`src/rtl/sub32_pipe_if.sv`:
```
// sub32_pipe_if: operand/result handshake bundle for sub32_pipe.
// The master side offers operands and accepts results; the slave side is the
// subtractor pipeline itself.
interface sub32_pipe_if #(
  parameter int DATA_WIDTH = 31
);
  logic                  in_valid;
  logic                  in_ready;
  logic [DATA_WIDTH:0]   a;
  logic [DATA_WIDTH:0]   b;
  logic                  bin;
  logic                  out_valid;
  logic                  out_ready;
  logic [DATA_WIDTH:0]   d;
  logic                  bout;
  logic                  zero;
  logic                  ovf;

  modport master (
    output in_valid, a, b, bin, out_ready,
    input  in_ready, out_valid, d, bout, zero, ovf
  );

  modport slave (
    input  in_valid, a, b, bin, out_ready,
    output in_ready, out_valid, d, bout, zero, ovf
  );
endinterface

```
`src/rtl/sub32_pipe.sv`:
```
// sub32_pipe: two-stage pipelined subtractor d = a - b - bin with
// valid/ready handshaking on both sides.
// Stage 1 subtracts the low halves and keeps the high operand halves; stage 2
// finishes the high half with the stage-1 borrow and produces the flags.
// Optional feature macro: SUB32_FLAGS_EN -- when defined, zero and ovf are
// computed and registered; otherwise both ports are tied to 0.
module sub32_pipe #(
  parameter int DATA_WIDTH = 31
) (
  input  logic       clk,
  input  logic       rst_n,
  sub32_pipe_if.slave bus
);

  localparam int W  = DATA_WIDTH + 1;
  localparam int LW = W / 2;
  localparam int HW = W - LW;

  // Stage-1 state: low-half result plus the untouched high operand halves
  logic          s1_v_q;
  logic [LW-1:0] s1_dlo_q;
  logic          s1_blo_q;
  logic [HW-1:0] s1_ahi_q;
  logic [HW-1:0] s1_bhi_q;

  // Stage-2 state: the full result as seen on the outputs
  logic          s2_v_q;
  logic [W-1:0]  s2_d_q;
  logic          s2_bout_q;

  // Load enables: a stage may load whenever it is empty or its consumer moves
  logic          s2_en;
  logic          s1_en;

  // Next-state arithmetic; the extra top bit of each difference is the borrow
  logic [LW:0]   lo_diff_d;
  logic [HW:0]   hi_diff_d;
  logic [W-1:0]  d_d;

  assign s2_en = ~s2_v_q | bus.out_ready;
  assign s1_en = ~s1_v_q | s2_en;

  assign bus.in_ready  = s1_en;
  assign bus.out_valid = s2_v_q;
  assign bus.d         = s2_d_q;
  assign bus.bout      = s2_bout_q;

  assign lo_diff_d = {1'b0, bus.a[LW-1:0]} - {1'b0, bus.b[LW-1:0]}
                   - (LW+1)'(bus.bin);
  assign hi_diff_d = {1'b0, s1_ahi_q} - {1'b0, s1_bhi_q}
                   - (HW+1)'(s1_blo_q);
  assign d_d       = {hi_diff_d[HW-1:0], s1_dlo_q};

  // Stage 1: capture the low-half difference/borrow and the high halves
  always_ff @(posedge clk or negedge rst_n) begin
    if (!rst_n) begin
      s1_v_q   <= 1'b0;
      s1_dlo_q <= '0;
      s1_blo_q <= 1'b0;
      s1_ahi_q <= '0;
      s1_bhi_q <= '0;
    end else if (s1_en) begin
      s1_v_q   <= bus.in_valid;
      s1_dlo_q <= lo_diff_d[LW-1:0];
      s1_blo_q <= lo_diff_d[LW];
      s1_ahi_q <= bus.a[W-1:LW];
      s1_bhi_q <= bus.b[W-1:LW];
    end
  end

  // Stage 2: finish the high half with the stage-1 borrow
  always_ff @(posedge clk or negedge rst_n) begin
    if (!rst_n) begin
      s2_v_q    <= 1'b0;
      s2_d_q    <= '0;
      s2_bout_q <= 1'b0;
    end else if (s2_en) begin
      s2_v_q    <= s1_v_q;
      s2_d_q    <= d_d;
      s2_bout_q <= hi_diff_d[HW];
    end
  end

`ifdef SUB32_FLAGS_EN
  logic s2_zero_q;
  logic s2_ovf_q;
  logic zero_d;
  logic ovf_d;

  // Overflow: operand signs differ and the result sign differs from a's sign
  assign zero_d = (d_d == '0);
  assign ovf_d  = (s1_ahi_q[HW-1] ^ s1_bhi_q[HW-1])
                & (hi_diff_d[HW-1] ^ s1_ahi_q[HW-1]);

  // Stage-2 flags move in lockstep with the stage-2 result
  always_ff @(posedge clk or negedge rst_n) begin
    if (!rst_n) begin
      s2_zero_q <= 1'b0;
      s2_ovf_q  <= 1'b0;
    end else if (s2_en) begin
      s2_zero_q <= zero_d;
      s2_ovf_q  <= ovf_d;
    end
  end

  assign bus.zero = s2_zero_q;
  assign bus.ovf  = s2_ovf_q;
`else
  assign bus.zero = 1'b0;
  assign bus.ovf  = 1'b0;
`endif

endmodule
```
`src/flat_wrapper.sv`:
```
// flat-port wrapper written by rule: the top's interface ports become plain ports
module sub32_pipe_flat 
#(
  parameter int DATA_WIDTH = 31
)
  (clk, rst_n, bus_in_valid, bus_a, bus_b, bus_bin, bus_out_ready, bus_in_ready, bus_out_valid, bus_d, bus_bout, bus_zero, bus_ovf);
  sub32_pipe_if #(.DATA_WIDTH(DATA_WIDTH)) bus_i ();
  input  logic clk;
  input  logic rst_n;
  input wire logic [$bits(bus_i.in_valid)-1:0] bus_in_valid;
  input wire logic [$bits(bus_i.a)-1:0] bus_a;
  input wire logic [$bits(bus_i.b)-1:0] bus_b;
  input wire logic [$bits(bus_i.bin)-1:0] bus_bin;
  input wire logic [$bits(bus_i.out_ready)-1:0] bus_out_ready;
  output wire logic [$bits(bus_i.in_ready)-1:0] bus_in_ready;
  output wire logic [$bits(bus_i.out_valid)-1:0] bus_out_valid;
  output wire logic [$bits(bus_i.d)-1:0] bus_d;
  output wire logic [$bits(bus_i.bout)-1:0] bus_bout;
  output wire logic [$bits(bus_i.zero)-1:0] bus_zero;
  output wire logic [$bits(bus_i.ovf)-1:0] bus_ovf;
  assign bus_i.in_valid = bus_in_valid;
  assign bus_i.a = bus_a;
  assign bus_i.b = bus_b;
  assign bus_i.bin = bus_bin;
  assign bus_i.out_ready = bus_out_ready;
  assign bus_in_ready = bus_i.in_ready;
  assign bus_out_valid = bus_i.out_valid;
  assign bus_d = bus_i.d;
  assign bus_bout = bus_i.bout;
  assign bus_zero = bus_i.zero;
  assign bus_ovf = bus_i.ovf;
  sub32_pipe #(.DATA_WIDTH(DATA_WIDTH)) u_core (.clk(clk), .rst_n(rst_n), .bus(bus_i));
endmodule
```
`config.mk`:
```
export PLATFORM = sky130hd
export DESIGN_NAME = sub32_pipe_flat
export DESIGN_NICKNAME = d
export VERILOG_FILES = /design/src/rtl/sub32_pipe_if.sv /design/src/rtl/sub32_pipe.sv /design/src/flat_wrapper.sv
export SDC_FILE = /design/constraint.sdc
export NUM_CORES = 1
export LEC_CHECK = 0
export CORE_MARGIN = 2
export CORE_UTILIZATION = 53
export CTS_CLUSTER_SIZE = 8
export DETAILED_ROUTE_END_ITERATION = 16
export PLACE_DENSITY_LB_ADDON = 0.25
export RECOVER_POWER = 50
export SLEW_MARGIN = 30
export SYNTH_ARGS = -nofsm -noshare
export SYNTH_HDL_FRONTEND = slang
export SYNTH_SLANG_ARGS = --single-unit
```
`constraint.sdc`:
```
create_clock -name clk -period 3.25 [get_ports clk]
set_input_delay 0.65 -clock clk [delete_from_list [all_inputs] [get_ports clk]]
set_output_delay 0.65 -clock clk [all_outputs]
set_load 0.02 [all_outputs]
```
==> results of run 1 <==
-- layout by cell type, fill, tap and decap left out, types with 5 or more instances in the layout --
master           count
a211oi_1             5
a21oi_1             37
a31oi_1              5
and2_1               5
buf_4                5
clkbuf_8            11
clkdlybuf4s50_1    101
dfrtp_1             84
ha_1                60
inv_1               95
nand2_1            135
nor2_1              25
o211ai_1             8
o21a_1               5
o21ai_0             42
xnor2_1             15
xor2_1              11
-- state kept, by name, indices dropped and copies added, names as in the netlist --
signal                flops
u_core.bus.bout           1
u_core.bus.d             32
u_core.s1_dlo_q          16
u_core.bus.out_valid      1
u_core.s1_blo_q           1
u_core.s1_bhi_q          16
u_core.s1_ahi_q          16
u_core.s1_v_q             1
-- per-stage QoR --
step | instances | setup slack [ns] | total power (µW)
floorplan | 628 | 0.655 | 2590
global placement | 843 | 0.0818 | 3260
detailed placement | 843 | 0.0286 | 3310
CTS | 859 | 0.409 | 4010
global route | 859 | 0.253 | 4250
finish | 859 | 0.392 | 3970
-- Yosys cell counts, types with 2 or more instances --
library cell	count	area [µm²]
and2_1	5	31.3
mux2i_1	2	20.0
a31oi_1	5	31.3
dfrtp_1	84	2100
a221oi_1	2	17.5
buf_2	3	15.0
nor4_1	2	12.5
nand3b_1	3	22.5
and3_1	4	25.0
nor4b_1	2	17.5
fa_1	4	80.1
a211oi_1	5	37.5
ha_1	60	751
nor3b_1	4	30.0
buf_1	2	7.51
o21ai_0	42	210
o41ai_1	2	17.5
a21boi_0	4	30.0
nand4_1	4	25.0
o211ai_1	8	60.1
buf_4	2	15.0
xnor2_1	15	131
a21oi_1	37	185
clkbuf_1	19	71.3
xor2_1	11	96.3
o21a_1	5	37.5
nor2_1	25	93.8
nand2b_1	4	25.0
a21o_1	3	22.5
nand2_1	135	507
inv_1	95	357
or3_1	2	12.5
nand3_1	2	10.0
a311oi_1	2	17.5
nor3_1	2	10.0
-- final timing paths --
| check | from | to | slack (ns) |
|---|---|---|---|
| setup reg to reg | u_core.s1_bhi_q[0]$_DFFE_PN0P_ | u_core.bus.d[29]$_DFFE_PN0P_ | 0.62 |
| min in group asynchronous | rst_n | u_core.bus.d[28]$_DFFE_PN0P_ | 0.87 |
| setup / recovery | bus_bin | u_core.s1_dlo_q[15]$_DFFE_PN0P_ | 0.39 |
| max in group asynchronous | rst_n | u_core.s1_ahi_q[9]$_DFFE_PN0P_ | 1.16 |
| hold reg to reg | u_core.s1_v_q$_DFFE_PN0P_ | u_core.bus.out_valid$_DFFE_PN0P_ | 0.47 |
| hold / removal | u_core.s1_v_q$_DFFE_PN0P_ | u_core.bus.out_valid$_DFFE_PN0P_ | 0.47 |
-- power groups by stage --
stage          Sequential (µW)  Combinational, µW  Clock (µW)
2_1_floorplan             1660                929           0
3_3_place_gp              1480               1780           0
3_5_place_dp              1490               1820           0
4_1_cts                   1470               1820         712
5_1_grt                   1500               1990         762
6_report                  1470               1800         692
-- area by class of cell --
| class | instances | area, µm² |
|---|---|---|
| clock buffer | 11 | 151 |
| fill | 831 | 3140 |
| tap | 133 | 166 |
| sequential | 84 | 2100 |
| clock inverter | 5 | 36.3 |
| multi-input combinational | 421 | 2750 |
| timing repair buffer | 109 | 1070 |
| inverter | 96 | 360 |
-- routing by layer --
layer	track usage, %	part of all wire (%)	vias up
met2	40.8	53	87
met4	7.05	1.6	0
met5	0	0	-
met3	3.63	2.8	15
met1	26.1	43	2060
li1	-	-	2239
-- worst max-delay path, stage by stage --
cell,delay (ns)
clkdlybuf4s50_1,0.45
inv_1,0.05
fa_1,0.49
inv_1,0.08
ha_1,0.15
o21ai_0,0.11
a22oi_1,0.23
a31oi_1,0.19
o41ai_1,0.43
and3_1,0.22
nor3_1,0.04
-- logic make-up after synthesis --
logic type / Yosys count / share of synthesized area [%]
AO/OA/AOI/OAI: 128 / 14.9
XOR/XNOR: 26 / 4.28
adder cells (fa/ha/maj): 64 / 15.6
buffers and inverters: 123 / 8.92
flip-flops: 84 / 39.5
multiplexers: 2 / 0.377
other: 1 / 0.0705
AND/OR/NAND/NOR: 199 / 16.3
==> results.sh, run 1 <==
export IMPL_yosysSeqAreaShare_pct=39.5
export IMPL_die_area_um2=10800
export IMPL_fin_crit_sh_pct=87.9
export IMPL_run_status="finished with violations"
export IMPL_cts_buffer_depth=2
export IMPL_share_comb_of_total_power_pct=45.4
export IMPL_fp_dieW_um=104
export IMPL_crit_arrival_ns=3.10
export IMPL_tritoncts="yes"
export IMPL_routabilityCongestion=0.861
export IMPL_drive_gt1_share_pct=4.13
export IMPL_p_leak_uw=0.00322
export IMPL_area_growth_pct=24.7
export IMPL_ant_nets=0
export IMPL_drtIter0Drc=144
export IMPL_cts_resized_gates=0
export IMPL_grt_total_usage_pct=22.1
export IMPL_synth_cell_types=56
export IMPL_cp_start_kind="input pin"
export IMPL_swShare_pct=37.6
export IMPL_fin_area_um2=6630
export IMPL_num_vias=4401
export IMPL_clock_power_share_pct=17.5
export IMPL_fin_nets=854
export IMPL_yosys_warnings=0
export IMPL_firstDrtPassIters=4
export IMPL_ys_flop_type="dfrtp_1"
export IMPL_syn_inst=627
export IMPL_whs_ns=0.466
export IMPL_vdd_ir_drop_max_uv=304
export IMPL_tns_ns=0
export IMPL_grt_pass1_wl_mm=19.7
export IMPL_drv_cap=2
export IMPL_h_tree_depth=3
export IMPL_clock_sinks=84
export IMPL_fmax_mhz=350
export IMPL_ys_async_sr_fraction_pct=100
export IMPL_final_core_util_pct=67.8
export IMPL_diodes=0
export IMPL_setup_worst_path_class="in2reg"
export IMPL_wl_per_cell_um=13.4
export IMPL_power_density_nw_per_um2=598
export IMPL_postPlaceCellArea_um2=6450
export IMPL_critPathRequiredTime_ns=3.49
export IMPL_hold_depth=1
export IMPL_hold_viol_final=0
export IMPL_path_clk_slew_ns=0.09
export IMPL_ys_ff_latch=84
export IMPL_cp_max_fo=3
export IMPL_rows=36
export IMPL_syn_area_um2=5320
export IMPL_timing_final_crit_period_ns=2.86
export IMPL_worst_pin_slew_ns=2.04
export IMPL_postCtsHoldBufs=0
export IMPL_rsz0062_at_grt="false"
export IMPL_grt_pass1_vias=4394
export IMPL_pin_count=106
export IMPL_cts_setup_buffers=0
export IMPL_initial_core_util_pct=54.4
export IMPL_drt_vias_per_instance=5.12
export IMPL_grt_max_degree=85
export IMPL_seq_power_share_pct=37.1
export IMPL_setup_worst_path_end_class="flip-flop"
export IMPL_core_area_um2=9770
export IMPL_die_h_um=104
export IMPL_dp_hpwl_mm=8.82
export IMPL_clock_latency_ns=0.35
export IMPL_reg2reg_depth=10
export IMPL_gr_total_overflow=0
export IMPL_antenna_found_initial=0
export IMPL_fin_skew_ns=0.00924
export IMPL_power_switching_uw=1490
export IMPL_numCtsBuffers=9
export IMPL_synth_area_per_cell_um2=8.48
export IMPL_slew_viol_final=125
export IMPL_p_int_uw=2470
export IMPL_wirelength_mm=11.5
export IMPL_cts_root_buf="clkbuf_8"
export IMPL_holdCritPathClass="reg2reg"
export IMPL_io_buffer_count=103
export IMPL_finalSetupViolCount=0
export IMPL_slew_headroom_pct=-36.0
export IMPL_synth_edf_count=0
export IMPL_drcViolationCount=0
export IMPL_violations="max-capacitance violations, max-slew violations"
Note: power is estimated with default switching activity, not from simulation.
==> inputs of run 2 (changes only) <==
--- a/config.mk
+++ b/config.mk
@@ -11,7 +11,6 @@
 export DETAILED_ROUTE_END_ITERATION = 16
 export PLACE_DENSITY_LB_ADDON = 0.25
 export RECOVER_POWER = 50
-export SLEW_MARGIN = 30
 export SYNTH_ARGS = -nofsm -noshare
 export SYNTH_HDL_FRONTEND = slang
 export SYNTH_SLANG_ARGS = --single-unit
==> results.sh, run 2 (synthesis results as in run 1) <==
export IMPL_io_buffer_count=103
export IMPL_drtIter0Drc=148
export IMPL_setup_worst_path_end_class="flip-flop"
export IMPL_antenna_found_initial=0
export IMPL_finalSetupViolCount=0
export IMPL_timing_final_crit_period_ns=2.86
export IMPL_vdd_ir_drop_max_uv=316
export IMPL_slew_viol_final=125
export IMPL_cts_root_buf="clkbuf_8"
export IMPL_wirelength_mm=11.5
export IMPL_holdCritPathClass="reg2reg"
export IMPL_crit_arrival_ns=3.11
export IMPL_reg2reg_depth=10
export IMPL_grt_pass1_wl_mm=19.8
export IMPL_cts_buffer_depth=2
export IMPL_h_tree_depth=3
export IMPL_run_status="finished with violations"
export IMPL_p_total_uw=3990
export IMPL_pin_count=106
export IMPL_worst_pin_slew_ns=2.05
export IMPL_final_cell_mix="135 x nand2_1, 101 x clkdlybuf4s50_1, 95 x inv_1, 84 x dfrtp_1, 60 x ha_1"
export IMPL_fp_dieW_um=104
export IMPL_grt_pass1_vias=4352
export IMPL_drcViolationCount=0
export IMPL_rows=36
export IMPL_core_area_um2=9770
export IMPL_grt_max_degree=85
export IMPL_die_area_um2=10800
export IMPL_rsz0062_at_grt="false"
export IMPL_fin_nets=854
export IMPL_cts_resized_gates=0
export IMPL_r2r_setup_slack_ns=0.64
export IMPL_tns_ns=0
export IMPL_path_clk_slew_ns=0.09
export IMPL_drive_gt1_share_pct=4.13
export IMPL_ant_nets=0
export IMPL_slew_headroom_pct=-36.6
export IMPL_hold_depth=1
export IMPL_postCtsHoldBufs=0
export IMPL_area_growth_pct=24.9
export IMPL_violations="max-capacitance violations, max-slew violations"
export IMPL_cts_setup_buffers=0
export IMPL_hp_start="u_core.s1_v_q$_DFFE_PN0P_"
export IMPL_wl_per_cell_um=13.4
export IMPL_hold_viol_final=0
export IMPL_mostFrequentLayoutCell="nand2_1"
export IMPL_fin_skew_ns=0.0119
export IMPL_crit_start="bus_bin"
export IMPL_rr_startpoint="u_core.s1_bhi_q[0]$_DFFE_PN0P_"
export IMPL_fin_crit_sh_pct=88.1
export IMPL_firstDrtPassIters=4
export IMPL_clock_sinks=84
export IMPL_initial_core_util_pct=54.4
export IMPL_gr_total_overflow=0
export IMPL_fmax_mhz=349
export IMPL_cp_max_fo=3
export IMPL_drt_vias_per_instance=5.15
export IMPL_num_vias=4420
export IMPL_clock_latency_ns=0.36
export IMPL_power_density_nw_per_um2=601
export IMPL_routabilityCongestion=0.861
export IMPL_die_h_um=104
export IMPL_critPathRequiredTime_ns=3.49
export IMPL_setup_worst_path_class="in2reg"
export IMPL_dp_hpwl_mm=8.79
export IMPL_largest_register_ffs=32
export IMPL_fillers=834
export IMPL_p_leak_uw=0.00323
export IMPL_grt_total_usage_pct=22.3
export IMPL_cp_start_kind="input pin"
export IMPL_r2r_end="u_core.bus.d[29]$_DFFE_PN0P_"
export IMPL_tritoncts="yes"
export IMPL_diodes=0
export IMPL_numCtsBuffers=9
export IMPL_drv_cap=2
export IMPL_holdPathEnd="u_core.bus.out_valid$_DFFE_PN0P_"
run 2: layer usage:
metal  routed length, µm  track usage (%)  share of wire, %  vias up
met5                   0                0                 0        -
met4                 219             7.63               1.9        0
met3                 409             3.51               3.6       20
met2                6080             40.6                53      102
met1                4790             26.7                42     2064
li1                    -                -                 -     2234
run 2: power breakdown:
group	internal (µW)	leakage [µW]	switching [µW]
logic	838	0.00215	964
registers	1320	0.000989	153
clock network	343	0.0000948	375
run 2: stage by stage:
stage,instance area [µm²],instances,worst slack (ns),util [%],hold WS (ns)
floorplan,5320,628,0.655,-,0.354
global placement,6450,843,0.0818,66.0,0.434
detailed placement,6450,843,0.0317,66.0,0.454
CTS,6650,859,0.406,68.0,0.475
global route,6640,859,0.252,67.9,0.488
finish,6640,859,0.386,67.9,0.466
run 2: area by class of cell:
class                           count  area [µm²]  share of cell area, %
Clock buffer                       12         165                   2.49
Clock inverter                      4        32.5                  0.490
Inverter                           96         360                   5.43
Multi-Input combinational cell    421        2750                   41.4
Sequential cell                    84        2100                   31.7
Tap cell                          133         166                   2.51
Timing Repair Buffer              109        1070                   16.1
run 2: worst max-delay path by stage:
stage	endpoint	slack [ns]	cells after the start
after floorplan	u_core.s1_dlo_q[15]$_DFFE_PN0P_	0.66	9
after global placement	u_core.s1_dlo_q[15]$_DFFE_PN0P_	0.08	10
after detailed placement	u_core.s1_dlo_q[15]$_DFFE_PN0P_	0.03	11
after CTS	u_core.s1_dlo_q[15]$_DFFE_PN0P_	0.41	10
after global routing	u_core.s1_blo_q$_DFFE_PN0P_	0.25	11
final	u_core.s1_dlo_q[15]$_DFFE_PN0P_	0.39	10
run 2: critical path, cell delays in order:
cell             delay, ns
clkdlybuf4s50_1       0.45
inv_1                 0.05
fa_1                  0.44
ha_1                  0.29
o21ai_0               0.10
a22oi_1               0.24
a31oi_1               0.19
o41ai_1               0.43
and3_1                0.21
nor3_1                0.04
